<file path="src/rtl/psg_wave_fetch_sched.sv">
// psg_wave_fetch_sched -- round-robin sample-fetch scheduler for the PSG
// wave-table channels. One single-beat read at a time is run on the shared
// system bus. The returned data lands in the granted channel's sample
// register. A stuck transfer is aborted after TMO cycles and a sticky error
// is flagged for that channel.
//
// Ports
//   clk, rst_n       clock, asynchronous active-low reset
//   ce               clock enable; gates new grants only
//   fetch_req[NCH]   per-channel "need next sample" (pulse or level)
//   fetch_adr        per-channel sample address, ch i at [i*AW +: AW]
//   err_clr          clears all sticky timeout flags
//   cyc_o/stb_o      bus cycle / strobe (identical)
//   adr_o            bus address, latched at grant
//   ack_i, dat_i     bus completion and read data
//   sample_o         per-channel latched sample, ch i at [i*DW +: DW]
//   sample_vld[NCH]  one-cycle pulse when sample_o[i] was updated
//   cur_ch           channel owning / last owning the bus
//   busy             scheduler not idle
//   tmo_err[NCH]     sticky per-channel timeout flags

// Per-channel state: pending flag, sample register, sticky timeout flag.
module psg_wave_fetch_lane #(
  parameter int DW = 16
) (
  input  logic          clk,
  input  logic          rst_n,
  input  logic          req,
  input  logic          done_ack,
  input  logic          done_tmo,
  input  logic          err_clr,
  input  logic [DW-1:0] dat,
  output logic          pend,
  output logic [DW-1:0] sample,
  output logic          tmo_err
);
  always_ff @(posedge clk or negedge rst_n) begin
    if (!rst_n) begin
      pend    <= 1'b0;
      sample  <= '0;
      tmo_err <= 1'b0;
    end else begin
      // A new request on the completing edge re-arms the channel.
      pend    <= req | (pend & ~(done_ack | done_tmo));
      if (done_ack) sample <= dat;
      tmo_err <= done_tmo | (tmo_err & ~err_clr);
    end
  end
endmodule

module psg_wave_fetch_sched #(
  parameter int NCH = 8,
  parameter int AW  = 24,
  parameter int DW  = 16,
  parameter int TMO = 64
) (
  input  logic              clk,
  input  logic              rst_n,
  input  logic              ce,
  input  logic [NCH-1:0]    fetch_req,
  input  logic [NCH*AW-1:0] fetch_adr,
  input  logic              err_clr,
  output logic              cyc_o,
  output logic              stb_o,
  output logic [AW-1:0]     adr_o,
  input  logic              ack_i,
  input  logic [DW-1:0]     dat_i,
  output logic [NCH*DW-1:0] sample_o,
  output logic [NCH-1:0]    sample_vld,
  output logic [2:0]        cur_ch,
  output logic              busy,
  output logic [NCH-1:0]    tmo_err
);
  typedef enum logic [1:0] {IDLE, BUS, DONE} state_t;

  localparam logic [7:0] CNT_LAST = 8'(TMO - 1);

  state_t         state, state_nxt;
  logic [NCH-1:0] pend;
  logic [2:0]     last;
  logic [2:0]     sel;
  logic           found;
  logic [7:0]     cnt;
  logic           by_ack;   // current transfer ended with ack (not timeout)
  logic           grant, hit_ack, hit_tmo;
  logic [NCH-1:0] lane_ack, lane_tmo;

  // Round-robin pick: first pending channel after the last grant.
  always_comb begin
    found = 1'b0;
    sel   = '0;
    for (int k = 1; k <= NCH; k++) begin
      if (!found && pend[(int'(last) + k) % NCH]) begin
        found = 1'b1;
        sel   = 3'((int'(last) + k) % NCH);
      end
    end
  end

  assign grant   = (state == IDLE) && ce && found;
  assign hit_ack = (state == BUS) && ack_i;
  assign hit_tmo = (state == BUS) && !ack_i && (cnt == CNT_LAST);

  always_ff @(posedge clk or negedge rst_n) begin
    if (!rst_n) state <= IDLE;
    else        state <= state_nxt;
  end

  always_comb begin
    state_nxt = state;
    case (state)
      IDLE:    if (grant) state_nxt = BUS;
      BUS:     if (hit_ack || hit_tmo) state_nxt = DONE;
      DONE:    state_nxt = IDLE;
      default: state_nxt = IDLE;
    endcase
  end

  always_ff @(posedge clk or negedge rst_n) begin
    if (!rst_n) begin
      adr_o  <= '0;
      cur_ch <= '0;
      last   <= 3'(NCH - 1);
      cnt    <= '0;
      by_ack <= 1'b0;
    end else begin
      if (grant) begin
        adr_o  <= fetch_adr[int'(sel)*AW +: AW];
        cur_ch <= sel;
        last   <= sel;
        cnt    <= '0;
        by_ack <= 1'b0;
      end else if (state == BUS) begin
        by_ack <= ack_i;
        if (!ack_i) cnt <= cnt + 8'd1;
      end
    end
  end

  // Bus outputs come straight from the state so reset drops them at once.
  assign cyc_o = (state == BUS);
  assign stb_o = cyc_o;
  assign busy  = (state != IDLE);

  always_comb begin
    lane_ack   = '0;
    lane_tmo   = '0;
    sample_vld = '0;
    for (int i = 0; i < NCH; i++) begin
      if (cur_ch == 3'(i)) begin
        lane_ack[i]   = hit_ack;
        lane_tmo[i]   = hit_tmo;
        sample_vld[i] = (state == DONE) && by_ack;
      end
    end
  end

  for (genvar g = 0; g < NCH; g++) begin : g_lane
    psg_wave_fetch_lane #(.DW(DW)) u_lane (
      .clk      (clk),
      .rst_n    (rst_n),
      .req      (fetch_req[g]),
      .done_ack (lane_ack[g]),
      .done_tmo (lane_tmo[g]),
      .err_clr  (err_clr),
      .dat      (dat_i),
      .pend     (pend[g]),
      .sample   (sample_o[g*DW +: DW]),
      .tmo_err  (tmo_err[g])
    );
  end
endmodule
</file>
<file path="config.mk">
export PLATFORM = sky130hd
export DESIGN_NAME = psg_wave_fetch_sched
export DESIGN_NICKNAME = d
export VERILOG_FILES = /design/src/rtl/psg_wave_fetch_sched.sv
export SDC_FILE = /design/constraint.sdc
export NUM_CORES = 1
export LEC_CHECK = 0
export ABC_AREA = 1
export CAP_MARGIN = 20
export CORE_ASPECT_RATIO = 0.5
export CORE_MARGIN = 2
export CORE_UTILIZATION = 40
export CTS_BUF_LIST = sky130_fd_sc_hd__clkbuf_16
export CTS_CLUSTER_SIZE = 12
export DETAILED_ROUTE_END_ITERATION = 6
export GPL_ROUTABILITY_DRIVEN = 0
export PLACE_DENSITY = 0.75
export SETUP_SLACK_MARGIN = 0.02
export SLEW_MARGIN = 20
export SYNTH_ARGS = -nofsm -noshare
export SYNTH_HDL_FRONTEND = slang
export SYNTH_SLANG_ARGS = --single-unit
</file>
<file path="constraint.sdc">
create_clock -name clk -period 7.7 [get_ports clk]
set_input_delay 1.54 -clock clk [delete_from_list [all_inputs] [get_ports clk]]
set_output_delay 1.54 -clock clk [all_outputs]
set_load 0.005 [all_outputs]
</file>
==> summary.md <==
| Metric | Value |
|---|---|
| Critical Path RT | `8030 ps` |
| Vias in the first global route | `9,977` |
| Global-route wire length before repair | `56.8 mm` |
| Setup Fix Bufs, Post-CTS | `0` |
| Final setup vio count | `0` |
| GRT Total Usage | `28.9%` |
| Clock Tree Root | `clkbuf_16` |
| Tcrit/Tclk final | `59.2%` |
| DRC Markers | `0` |
| Die outline height | `113 microns` |
| Max VDD drop | `358 uV` |
| Final wirelength | `37.3 mm` |
| Seq cells post-synth | `185` |
| Initial cell density of the core | `41.4%` |
| Filler instances | `2,072` |
| H-Tree Depth | `4` |
| Routed vias | `10,400` |
| Setup ws final | `3140 ps` |
| Max-capacitance violation count | `0` |
| Num CTS Buffers | `17` |
| Hold Buf Count CTS | `0` |
| Initial antenna violation count | `2` |
| Critical path startpoint category | `register` |
| FF-to-FF path depth | `14` |
| CTS resizes | `0` |
| Final nets | `1,809` |
| IO Port Bufs | `394` |
| P&R area growth vs syn | `47.2%` |
| Core box area | `0.0232 sq mm` |
| # rows | `39` |
| P_int | `0.00381 W` |
| Reg2Reg Setup Slack | `3140 ps` |
| Tot Pwr | `0.00754 W` |
| Antenna viol nets, final | `0` |
| RSZ-0062 raised after global routing | `false` |
| Arrival time of the worst setup path | `4890 ps` |
| Average wire per cell in the routed design | `19.6 microns` |
| Sw frac | `49.5%` |
| Psw | `0.00373 W` |
| Min-Delay Path Class | `reg -> reg` |
| Max Clk Rate | `219 MHz` |
| Vias per std cell | `5.43` |
| HPWL Detailed | `26.8 mm` |
| Largest net degree at the start of global routing | `130` |
| First-pass iteration count of the detailed router | `6` |
| Setup Skew | `6.72 ps` |
| Tmin final | `4560 ps` |
| Total gr overflow | `0` |
| Placed instance area | `0.0135 sq mm` |
| Clk buf depth | `2` |
| Cells after Synth | `1,251` |
| Worst Tran Pin Value | `1020 ps` |
| Die Width | `223 microns` |
| Cell Pwr Density | `534 mW/mm^2` |
| Post-synth net total | `1,475` |
| Pleak | `6.31 nW` |
| Die Area | `0.0253 sq mm` |
| Final hold vios | `0` |
| Sequential power share | `22.2%` |
| Avg Cell Area, Syn | `7.67 sq um` |
| Max-slew headroom | `32.0%` |
| Clock transition at path regs | `80 ps` |
| Layout cell share with drive strength beyond 1 | `5.01%` |
| Setup TNS | `0 ps` |
| IO Count | `395` |
| DR iter-0 viols | `1,074` |
| Clk sink count | `185` |
| Crit path kind | `reg -> reg` |
| Most frequent cells in the layout | `clkdlybuf4s50_1 (393), nand2_1 (298), nand3_1 (271)` |
| Status | `finished clean` |
| Post-route cell area | `0.0141 sq mm` |
| R2R Path Start | `last[1]` |
| CP Launch Point | `last[1]` |
| Worst r2r dst | `cnt[5]` |
| Mapped cell area | `0.00959 sq mm` |
| Crit Path Max Fanout | `35` |
| CTS tree | `done` |
| Setup slack at placement | `3200 ps` |
| Commonest non-fill, non-tap cell in the layout | `clkdlybuf4s50_1` |
| Insertion delay to the later sink of the worst-skew pair | `440 ps` |
| Clock power share | `11.2%` |
| Pins Over Slew Limit | `0` |
| Sequential area share after synthesis | `48.3%` |
| Critical Path Sink | `cnt[5]` |
| Post-synth cell types | `36` |
| Setup crit end kind | `register` |
| Warnings, synthesis | `0` |
| Part of the power in combinational logic | `66.6%` |
## flip-flops by register name (all words and copies together), names as in the netlist
signal,count
cnt,8
g_lane.u_lane.tmo_err,8
cur_ch,3
g_lane.u_lane.pend,8
g_lane.u_lane.sample,128
by_ack,1
last,3
adr_o,24
state,2
## synth_stat cells (all sizes together)
| library cell | instances | area [sq um] |
|---|---|---|
| clkinv | 4 | 15.0 |
| dfrtp | 182 | 4550 |
| a211oi | 1 | 7.51 |
| xnor2 | 2 | 17.5 |
| o21bai | 9 | 67.6 |
| nand3 | 279 | 1440 |
| o221ai | 1 | 8.76 |
| and2 | 1 | 6.26 |
| nand4 | 7 | 50.1 |
| o21ai | 64 | 324 |
| clkbuf | 37 | 139 |
| o21a | 1 | 7.51 |
| dfstp | 3 | 78.8 |
| nand3b | 2 | 15.0 |
| ha | 3 | 37.5 |
| a21oi | 88 | 440 |
| nor4 | 1 | 6.26 |
| xor2 | 1 | 8.76 |
| nor3 | 9 | 45.0 |
| buf | 54 | 364 |
| o22ai | 8 | 50.1 |
| o31ai | 1 | 7.51 |
| nand2 | 309 | 1190 |
| a31oi | 2 | 12.5 |
| inv | 59 | 221 |
| nor2 | 123 | 477 |
## metrics by stage
stage / utilization [%] / std cells / hold WS [ps]
floorplan: - / 1251 / 459
global placement: 58.4 / 1871 / 462
detailed placement: 58.4 / 1872 / 465
CTS: 60.8 / 1904 / 483
global route: 60.9 / 1907 / 502
finish: 60.9 / 1907 / 485
## critical path, stage by stage, from the launching register on
cell and delay (ps):
dfstp_2 660, clkinv_1 280, ha_1 450, inv_1 260
nand3_1 180, nand3_2 110, nand2_2 90, nor2_4 170
nand4_2 150, nor2_4 180, nand3b_1 100, nand4_1 80
buf_4 350, clkinv_1 870, a211oi_1 490
## metal layers
layer  GRT usage (%)  vias to the layer above  wire length (microns)
met5               0                        -                      0
met4            11.1                        0                   1280
met3            6.77                       87                   2940
met2            49.3                      468                  18100
met1            36.1                     4989                  15000
li1                -                     4813                      -
## area by class of cell
cell class | count | area (sq um) | share of cell area, %
diodes | 2 | 5.00 | 0.0354
clock buffers | 17 | 425 | 3.01
clock inverters | 15 | 121 | 0.860
inverters | 63 | 236 | 1.67
multi-input cells | 912 | 4250 | 30.1
flip-flops and latches | 185 | 4630 | 32.8
well taps | 307 | 384 | 2.72
repair buffers | 406 | 4060 | 28.7
## power by group through the flow
stage | clock [W] | sequential (W) | combinational (W)
floorplan | 0 | 0.00166 | 0.00313
global placement | 0 | 0.00166 | 0.00478
detailed placement | 0 | 0.00168 | 0.00488
CTS | 0.000853 | 0.00167 | 0.00491
global route | 0.000889 | 0.00173 | 0.00549
finish | 0.000843 | 0.00168 | 0.00502
## cells by family (layout without fill, tap and decap cells)
kind of cell               Yosys count  after routing  synth area share [%]
other                                0              2                     0
AOI/OAI and AO/OA                  175            175                  9.65
xor gates and xnor gates             3              3                 0.274
and+or+nand+nor                    731            731                  33.7
buffers and inverters              154            501                  7.71
adders and majority gates            3              3                 0.391
DFF                                185            185                  48.3
## worst min-delay path by stage
| stage | depth (start not counted) | slack (ps) | endpoint | startpoint |
|---|---|---|---|---|
| global placement | 2 | 460 | adr_o[17] | adr_o[17] |
| detailed placement | 2 | 470 | adr_o[19] | adr_o[19] |
| global route | 2 | 500 | adr_o[23] | adr_o[23] |
| floorplan | 1 | 460 | cnt[3] | cnt[3] |
| CTS | 2 | 480 | adr_o[19] | adr_o[19] |
| finish | 2 | 480 | g_lane[3].u_lane.sample[3] | g_lane[3].u_lane.sample[3] |
Note: power is estimated with default switching activity, not from simulation.
